==> config.mk <==
export PLATFORM = sky130hd
export DESIGN_NAME = axis_dot_host
export DESIGN_NICKNAME = d
export VERILOG_FILES = /design/src/rtl/dot_host_pkg.sv /design/src/rtl/axis_word_buf.sv /design/src/rtl/axis_dot_host.sv
export SDC_FILE = /design/constraint.sdc
export NUM_CORES = 1
export LEC_CHECK = 0
export ABC_AREA = 1
export BUFFER_PORTS_ARGS = -buffer_cell sky130_fd_sc_hd__buf_2
export CAP_MARGIN = 15
export CORE_MARGIN = 2
export CORE_UTILIZATION = 39
export DETAILED_ROUTE_END_ITERATION = 12
export PLACE_DENSITY_LB_ADDON = 0.3
export SKIP_LAST_GASP = 1
export SYNTH_ARGS = -nofsm -noshare
export SYNTH_HDL_FRONTEND = slang
export SYNTH_SLANG_ARGS = --single-unit
==> constraint.sdc <==
create_clock -name clk -period 6.5 [get_ports clk]
set_input_delay 1.95 -clock clk [delete_from_list [all_inputs] [get_ports clk]]
set_output_delay 1.95 -clock clk [all_outputs]
set_load 0.1 [all_outputs]
==> src/rtl/dot_host_pkg.sv <==
// Shared types and default sizes for the dot-product stream host.
package dot_host_pkg;

    // Host run state; also exported on the debug port of the top.
    typedef enum logic [1:0] {
        IDLE = 2'd0,
        RUN  = 2'd1,
        DONE = 2'd2,
        ERR  = 2'd3
    } state_t;

    localparam int DEF_IN_LEN  = 20;
    localparam int DEF_OUT_LEN = 10;
    localparam int DEF_DATA_W  = 32;
    localparam int DEF_TIMEOUT = 4410;

    typedef logic [DEF_DATA_W-1:0] word_t;

endpackage

==> src/rtl/axis_word_buf.sv <==
// LEN x DATA_W register array: synchronous write, asynchronous read.
// Out-of-range writes are dropped and out-of-range reads return zero, so a
// caller may present a one-past-the-end index without side effects.
module axis_word_buf
    import dot_host_pkg::*;
#(
    parameter int LEN    = DEF_IN_LEN,
    parameter int DATA_W = DEF_DATA_W,
    parameter int AW     = $clog2(LEN)
) (
    input  logic              clk,
    input  logic              i_we,
    input  logic [AW-1:0]     i_waddr,
    input  logic [DATA_W-1:0] i_wdata,
    input  logic [AW-1:0]     i_raddr,
    output logic [DATA_W-1:0] o_rdata
);

    logic [DATA_W-1:0] r_mem [LEN];
    logic              w_wr_ok;
    logic              w_rd_ok;

    assign w_wr_ok = ({1'b0, i_waddr} < (AW+1)'(LEN));
    assign w_rd_ok = ({1'b0, i_raddr} < (AW+1)'(LEN));

    // Storage is deliberately not reset: contents survive a host reset.
    always_ff @(posedge clk) begin
        if (i_we && w_wr_ok) begin
            r_mem[i_waddr] <= i_wdata;
        end
    end

    assign o_rdata = w_rd_ok ? r_mem[i_raddr] : '0;

endmodule

==> src/rtl/axis_dot_host.sv <==
// Host for one dot-product stream core: streams the input buffer out as an
// AXI4-Stream master, collects results as a slave, checks TLAST framing,
// counts RUN cycles and aborts on timeout.
//
// Handshake rule on both streams: a word moves on a rising clk edge where
// TVALID and TREADY are both high; the master holds TDATA/TLAST/TVALID
// stable while TVALID=1 and TREADY=0. Both streams may move in one cycle.
module axis_dot_host
    import dot_host_pkg::*;
#(
    parameter int IN_LEN  = DEF_IN_LEN,
    parameter int OUT_LEN = DEF_OUT_LEN,
    parameter int DATA_W  = DEF_DATA_W,
    parameter int TIMEOUT = DEF_TIMEOUT
) (
    input  logic                       clk,
    input  logic                       rst,
    input  logic                       ld_we,
    input  logic [$clog2(IN_LEN)-1:0]  ld_addr,
    input  logic [DATA_W-1:0]          ld_data,
    input  logic                       start,
    output logic [DATA_W-1:0]          M_AXIS_TDATA,
    output logic                       M_AXIS_TLAST,
    output logic                       M_AXIS_TVALID,
    input  logic                       M_AXIS_TREADY,
    input  logic [DATA_W-1:0]          S_AXIS_TDATA,
    input  logic                       S_AXIS_TLAST,
    input  logic                       S_AXIS_TVALID,
    output logic                       S_AXIS_TREADY,
    input  logic [$clog2(OUT_LEN)-1:0] rd_addr,
    output logic [DATA_W-1:0]          rd_data,
    output logic                       busy,
    output logic                       done,
    output logic                       err_last,
    output logic                       err_timeout,
    output logic [31:0]                cycles,
    output state_t                     dbg_state
);

    localparam int LDW = $clog2(IN_LEN);
    localparam int RDW = $clog2(OUT_LEN);
    localparam int TXW = $clog2(IN_LEN + 1);
    localparam int RXW = $clog2(OUT_LEN + 1);

    localparam logic [TXW-1:0] TX_END  = TXW'(IN_LEN);
    localparam logic [TXW-1:0] TX_LAST = TXW'(IN_LEN - 1);
    localparam logic [RXW-1:0] RX_END  = RXW'(OUT_LEN);
    localparam logic [RXW-1:0] RX_LAST = RXW'(OUT_LEN - 1);
    localparam logic [31:0]    TO_CYC  = 32'(TIMEOUT);

    state_t         r_state;
    state_t         w_next;
    logic [TXW-1:0] r_tx_idx;
    logic [RXW-1:0] r_rx_idx;
    logic [31:0]    r_cycles;
    logic           r_err_last;
    logic           r_err_timeout;

    logic           w_run;
    logic           w_tx_valid;
    logic           w_rx_ready;
    logic           w_tx_hs;
    logic           w_rx_hs;
    logic [TXW-1:0] w_tx_nxt;
    logic [RXW-1:0] w_rx_nxt;
    logic [31:0]    w_cycles_nxt;
    logic           w_complete;
    logic           w_timeout;
    logic           w_launch;

    assign w_run        = (r_state == RUN);
    assign w_tx_valid   = w_run && (r_tx_idx != TX_END);
    assign w_rx_ready   = w_run && (r_rx_idx != RX_END);
    assign w_tx_hs      = w_tx_valid && M_AXIS_TREADY;
    assign w_rx_hs      = w_rx_ready && S_AXIS_TVALID;
    assign w_tx_nxt     = r_tx_idx + TXW'(w_tx_hs);
    assign w_rx_nxt     = r_rx_idx + RXW'(w_rx_hs);
    assign w_cycles_nxt = r_cycles + 32'd1;
    // Completion looks at indices after this cycle's handshakes and wins
    // over a timeout landing on the same cycle.
    assign w_complete   = (w_tx_nxt == TX_END) && (w_rx_nxt == RX_END);
    assign w_timeout    = !w_complete && (w_cycles_nxt == TO_CYC);
    assign w_launch     = !w_run && start;

    axis_word_buf #(.LEN(IN_LEN), .DATA_W(DATA_W)) u_inbuf (
        .clk     (clk),
        .i_we    (ld_we),
        .i_waddr (ld_addr),
        .i_wdata (ld_data),
        .i_raddr (r_tx_idx[LDW-1:0]),
        .o_rdata (M_AXIS_TDATA)
    );

    axis_word_buf #(.LEN(OUT_LEN), .DATA_W(DATA_W)) u_outbuf (
        .clk     (clk),
        .i_we    (w_rx_hs),
        .i_waddr (r_rx_idx[RDW-1:0]),
        .i_wdata (S_AXIS_TDATA),
        .i_raddr (rd_addr),
        .o_rdata (rd_data)
    );

    // State register.
    always_ff @(posedge clk or posedge rst) begin
        if (rst) begin
            r_state <= IDLE;
        end else begin
            r_state <= w_next;
        end
    end

    // Next-state: start launches from any idle-like state and is ignored in RUN.
    always_comb begin
        w_next = r_state;
        case (r_state)
            IDLE, DONE, ERR: begin
                if (start) w_next = RUN;
            end
            RUN: begin
                if (w_complete)     w_next = DONE;
                else if (w_timeout) w_next = ERR;
            end
            default: w_next = IDLE;
        endcase
    end

    // Run datapath: indices, cycle counter and sticky error flags.
    always_ff @(posedge clk or posedge rst) begin
        if (rst) begin
            r_tx_idx      <= '0;
            r_rx_idx      <= '0;
            r_cycles      <= '0;
            r_err_last    <= 1'b0;
            r_err_timeout <= 1'b0;
        end else if (w_launch) begin
            r_tx_idx      <= '0;
            r_rx_idx      <= '0;
            r_cycles      <= '0;
            r_err_last    <= 1'b0;
            r_err_timeout <= 1'b0;
        end else if (w_run) begin
            r_tx_idx <= w_tx_nxt;
            r_rx_idx <= w_rx_nxt;
            r_cycles <= w_cycles_nxt;
            if (w_rx_hs && (S_AXIS_TLAST != (r_rx_idx == RX_LAST))) begin
                r_err_last <= 1'b1;
            end
            if (w_timeout) begin
                r_err_timeout <= 1'b1;
            end
        end
    end

    assign M_AXIS_TVALID = w_tx_valid;
    assign M_AXIS_TLAST  = w_tx_valid && (r_tx_idx == TX_LAST);
    assign S_AXIS_TREADY = w_rx_ready;
    assign busy          = w_run;
    assign done          = (r_state == DONE) || (r_state == ERR);
    assign err_last      = r_err_last;
    assign err_timeout   = r_err_timeout;
    assign cycles        = r_cycles;
    assign dbg_state     = r_state;

endmodule

==> results.cfg, run 1 <==
[clock_network]
cts_root_buffer = clkbuf_16
cts_resized = 0
cts_buffers = 100
cts_tree = yes
clk_path_buf_depth = 3
worstSkewPairLatency_ps = 680
ctsHoldBuffers = 0
postCtsSetupRepairBufs = 0
h-tree-depth = 3
cts.sinks = 1005
clk_pin_slew_ps = 60

[sta]
fin_ws_ps = 598
finalCritPeriodShare = 0.908
setup_tns_ps = 0
slew_viol_final = 0
fmax_mhz = 169
slew_headroom = 0.242
clock-skew-final_ps = 45.4
worst_pin_slew_ps = 1130
hold_violations = 0
period_needed_ps = 5900
setup_violations = 0
rsz0062_at_grt = false

[global_routing]
grt_use_total = 0.197
grt-ovfl-total = 0
grt_first_pass_wirelength_um = 159000
grt_max_degree = 185
antenna_found_initial = 12
first_global_vias = 24929

[finish]
final_nets = 3373
area_delta_synth_final_pct = 15.4
final_cell_mix = 960 x edfxtp_1, 582 x nor2_1, 513 x o21ai_0, 234 x nand2_1, 183 x buf_2
final_cells = 4736
mostFrequentLayoutCell = edfxtp_1
drive_above_1_share = 0.140
fin_area_um2 = 46300

[synthesis]
ys_types = 38
yosysWarnings = 0
avgSynthCellArea_um2 = 12.8
syn_area_um2 = 40100
async_flop_share = 0.0448
synth.net_count = 3215
ys.flop_type = edfxtp_1
synth_edf_count = 960
ys_seq_elements = 1005
seq_area_frac_synth = 0.746
syn_inst = 3129

[worst_setup_path]
crit_fanout = 39
cp.required_ps = 4550
rr_startpoint = r_tx_idx[2]
path_class = input pin to output port
rrSetupSlack_ps = 3100
end_kind = output port
cp.arrival_ps = 3950
cp-start-kind = input pin
r2r-end = err_timeout
reg2reg_depth = 17

[die]
num_rows = 117
start_util = 0.394
die-area_um2 = 105000
io_pins = 185
die_h_um = 325
coreArea_um2 = 102000
die_width_um = 325

[detailed_routing]
totalWireLength_um = 106000
final_antenna_net_count = 0
first_pass_iters = 6
drt-initial-drc-count = 2782
wl_per_cell_um = 22.5
drc = 0
viasPerCell = 5.54
vias = 26228

[placed_design]
hpwl_um = 57300
place_ws_ps = 624
placed_area_um2 = 42900
gp_congestion = 0.824
dp.cells = 4550
port_buffers = 184

[power]
pwr_density_cell_nw_per_um2 = 443
leakagePower_nw = 15.3
ir_drop_v = 0.000598

[worst_hold_path]
min_from = err_last
holdPathStages = 2
min_path_type = flop to flop
min_delay_worst_endpoint = err_last

[run]
cap_violations = 0

[status]
status = finished clean
[layout make-up]
type	instances	area [µm²]
fill	9075	55600
sequential	1005	30000
multi-input combinational	1843	9350
clock buffer	118	2570
tap	1368	1710
timing repair buffer	263	1690
clock inverter	62	739
inverter	74	290
antenna	3	7.51
[flip-flops by register name (all words and copies together) (netlist names)]
signal          flops
dbg_state           2
r_tx_idx            5
cycles             32
err_last            1
r_rx_idx            4
err_timeout         1
u_inbuf.r_mem     640
u_outbuf.r_mem    320
[cell usage after synthesis (2+ instances only)]
master / count / area share
buf_2: 30 / 0.0037
edfxtp_1: 960 / 0.72
o311ai_0: 10 / 0.0022
buf_4: 5 / 0.00094
nor2_2: 3 / 0.00047
nand2_4: 2 / 0.00056
a21oi_1: 98 / 0.012
nand2_2: 4 / 0.00062
a221oi_1: 31 / 0.0068
o22ai_1: 125 / 0.019
o21ai_0: 514 / 0.064
nor2_1: 615 / 0.058
xnor2_1: 2 / 0.00044
nand3_1: 54 / 0.0067
ha_1: 6 / 0.0019
nand4_1: 6 / 0.00094
o211ai_1: 15 / 0.0028
buf_1: 6 / 0.00056
nor3_1: 2 / 0.00025
o221ai_1: 81 / 0.018
dfrtp_1: 45 / 0.028
nor2_4: 6 / 0.0017
clkbuf_1: 166 / 0.016
xor2_1: 4 / 0.00087
o311ai_1: 21 / 0.0046
inv_1: 73 / 0.0068
nand2_1: 234 / 0.022
[layer usage]
metal	routed length, µm	global-route usage	vias to the layer above	share of wire
met5	47	0	-	0.00044
met4	2280	0.0531	8	0.021
met3	8240	0.0365	171	0.077
met2	48900	0.307	1029	0.46
met1	47000	0.285	13074	0.44
li1	-	-	11946	-
[cells by family after synthesis]
| group | count (synthesis) | synth area share |
|---|---|---|
| buffers and inverters | 281 | 0.0277 |
| AO/OA/AOI/OAI | 899 | 0.130 |
| AND/OR/NAND/NOR | 932 | 0.0923 |
| flip-flops | 1005 | 0.746 |
| XOR/XNOR | 6 | 0.00131 |
| adder cells (fa/ha/maj) | 6 | 0.00187 |
[metrics by stage]
| step | hold WS (ps) | util | power (mW) |
|---|---|---|---|
| finish | 502 | 0.455 | 20.5 |
| floorplan | 594 | - | 12.8 |
| global placement | 487 | 0.421 | 14.8 |
| CTS | 501 | 0.454 | 20.6 |
| global route | 564 | 0.455 | 21.4 |
| detailed placement | 485 | 0.421 | 14.8 |
[report_power, final]
part / total [mW] / internal (mW) / switching, mW
Sequential: 7.75 / 7.46 / 0.292
Clock: 5.81 / 3.32 / 2.49
Combinational: 6.98 / 1.44 / 5.54
[worst max-delay path: stages]
cell and delay, ps:
buf_2 250, buf_4 420, o21ai_0 160, o221ai_1 230, o311ai_1 140, a21oi_1 290
buf_2 490
[worst max path at each step]
stage,from,endpoint,slack [ps],depth (start not counted)
6_report,rd_addr[1],rd_data[12],600,7
5_1_grt,rd_addr[1],rd_data[12],470,7
4_1_cts,rd_addr[1],rd_data[12],560,7
3_5_place_dp,rd_addr[1],rd_data[12],620,7
3_3_place_gp,rd_addr[1],rd_data[16],590,7
2_1_floorplan,rd_addr[0],rd_data[28],140,7
Power figures use the tool's default switching activity.
==> inputs of run 2 (changes only) <==
==> constraint.sdc (replaced) <==
create_clock -name clk -period 6.5 [get_ports clk]
set_input_delay 0.325 -clock clk [delete_from_list [all_inputs] [get_ports clk]]
set_output_delay 0.325 -clock clk [all_outputs]
set_load 0.1 [all_outputs]
==> results.cfg, run 2 (synthesis gave the netlist of run 1 again) <==
[status]
status = finished clean

[sta]
worst_pin_slew_ps = 1210
setup_tns_ps = 0
clock-skew-final_ps = 17.1
period_needed_ps = 4880
finalCritPeriodShare = 0.751
hold_violations = 0
rsz0062_at_grt = false
fmax_mhz = 205
setup_violations = 0
slew_headroom = 0.193
slew_viol_final = 0

[die]
start_util = 0.394
num_rows = 117
die_h_um = 325
die_width_um = 325
die-area_um2 = 105000
io_pins = 185
coreArea_um2 = 102000

[clock_network]
cts_buffers = 102
cts_resized = 0
worstSkewPairLatency_ps = 680
cts_tree = yes
cts.sinks = 1005
cts_root_buffer = clkbuf_16
h-tree-depth = 3
clk_path_buf_depth = 3
clk_pin_slew_ps = 60

[detailed_routing]
drt-met1-wl_um = 46500
drc = 0
top_layer = met5
final_antenna_net_count = 0
totalWireLength_um = 107000
viasPerCell = 5.54
vias = 26266
first_pass_iters = 5
wl_met3_um = 8600
wl_per_cell_um = 22.5
drt-initial-drc-count = 3115
wl_met2_um = 49400

[global_routing]
grt-ovfl-total = 0
antenna_found_initial = 8
grt_max_degree = 199
grt_first_pass_wirelength_um = 159000
grt_use_total = 0.197
first_global_vias = 24671

[finish]
area_delta_synth_final_pct = 14.9
regArea_um2 = 30000
nFillCells = 9085
final_nets = 3388
largest_register_ffs = 640
mostFrequentLayoutCell = edfxtp_1
final_cell_mix = 960 x edfxtp_1, 582 x nor2_1, 513 x o21ai_0, 234 x nand2_1, 183 x buf_2
multi_input_area_um2 = 9340
drive_above_1_share = 0.128
fin_util = 0.453
fin_area_um2 = 46100
largest_register = u_inbuf.r_mem
final_cells = 4744

[worst_setup_path]
max_stage_delay_ps = 920
path_class = flop to output port
rrSetupSlack_ps = 2720
reg2reg_depth = 16
cp-start-kind = flop
r2r-end = dbg_state[1]
cp.required_ps = 6170
crit_fanout = 93
cp.arrival_ps = 4550
crit_path_top_delay_cell = inv_4
crit_path_cell_trace = inv_4, buf_4, o21ai_0, o221ai_1, nand3_1, a21oi_1, buf_2
rr_startpoint = r_tx_idx[1]
end_kind = output port

[worst_hold_path]
holdPathStages = 1
min_from = ld_data[19]
min_delay_worst_endpoint = u_inbuf.r_mem[7][19]
min_path_type = input pin to flop

[placed_design]
hpwl_um = 53700
port_buffers = 184
placed_area_um2 = 42700
gp_congestion = 0.833
dp.cells = 4531

[power]
total_power_mw = 20.1
ir_drop_v = 0.000641
pwr_density_cell_nw_per_um2 = 437
leakagePower_nw = 15.2

[run]
cap_violations = 0
[run 2: cell types whose count changed in the layout (fill, tap and decap cells not counted), moves of 4 or more]
cell           previous run  this run
buf_12                   12         1
dlygate4sd3_1             0        35
buf_4                    67        57
bufinv_16                12         5
clkbuf_1                 18        22
clkinv_1                 20        28
clkinv_2                 17         9
[run 2: metal layers]
layer,vias up,track usage
li1,11960,-
met3,165,0.0327
met2,1042,0.310
met5,-,0
met4,10,0.0507
met1,13089,0.285
[run 2: worst max-delay path by stage]
| stage | cells past startpoint | slack [ps] | startpoint | endpoint |
|---|---|---|---|---|
| floorplan | 8 | 940 | dbg_state[0] | u_outbuf.r_mem[8][0] |
| global placement | 7 | 2430 | r_tx_idx[1] | M_AXIS_TDATA[4] |
| detailed placement | 7 | 2420 | r_tx_idx[1] | M_AXIS_TDATA[18] |
| CTS | 7 | 1670 | r_tx_idx[1] | M_AXIS_TDATA[18] |
| global route | 7 | 1510 | r_tx_idx[1] | M_AXIS_TDATA[6] |
| finish | 7 | 1620 | r_tx_idx[1] | M_AXIS_TDATA[4] |
[run 2: what timing repair did]
item                       in CTS  in global routing
hold buffers                   35                  0
setup buffers                   0                  0
hold endpoints to repair      368                  0
setup endpoints to repair       0                  0
[run 2: final cells by class]
type,instances,share of cell area
Inverter,74,0.00629
Clock inverter,50,0.00898
Multi-Input combinational cell,1843,0.203
Tap cell,1368,0.0371
Antenna cell,2,0.000109
Clock buffer,126,0.0580
Sequential cell,1005,0.650
Timing Repair Buffer,276,0.0372
[run 2: worst max-delay path, delay by kind of cell (launching register included)]
kind | cells | cell delay [ps]
buffers and inverters | 3 | 1890
AOI/OAI and AO/OA | 3 | 880
and+or+nand+nor | 1 | 100
DFF | 1 | 840
[run 2: stage by stage]
| step | setup slack (ps) | hold WS, ps |
|---|---|---|
| 6_report | 1620 | 48.5 |
| 5_1_grt | 1510 | 40.8 |
| 4_1_cts | 1670 | 7.10 |
| 3_5_place_dp | 2420 | 529 |
| 3_3_place_gp | 2430 | 518 |
| 2_1_floorplan | 944 | 424 |
[run 2: report_power, final]
group	switching, mW	internal [mW]	leakage, nW
Clock	2.40	3.10	1.49
Combinational	5.46	1.38	4.45
Sequential	0.335	7.46	9.22
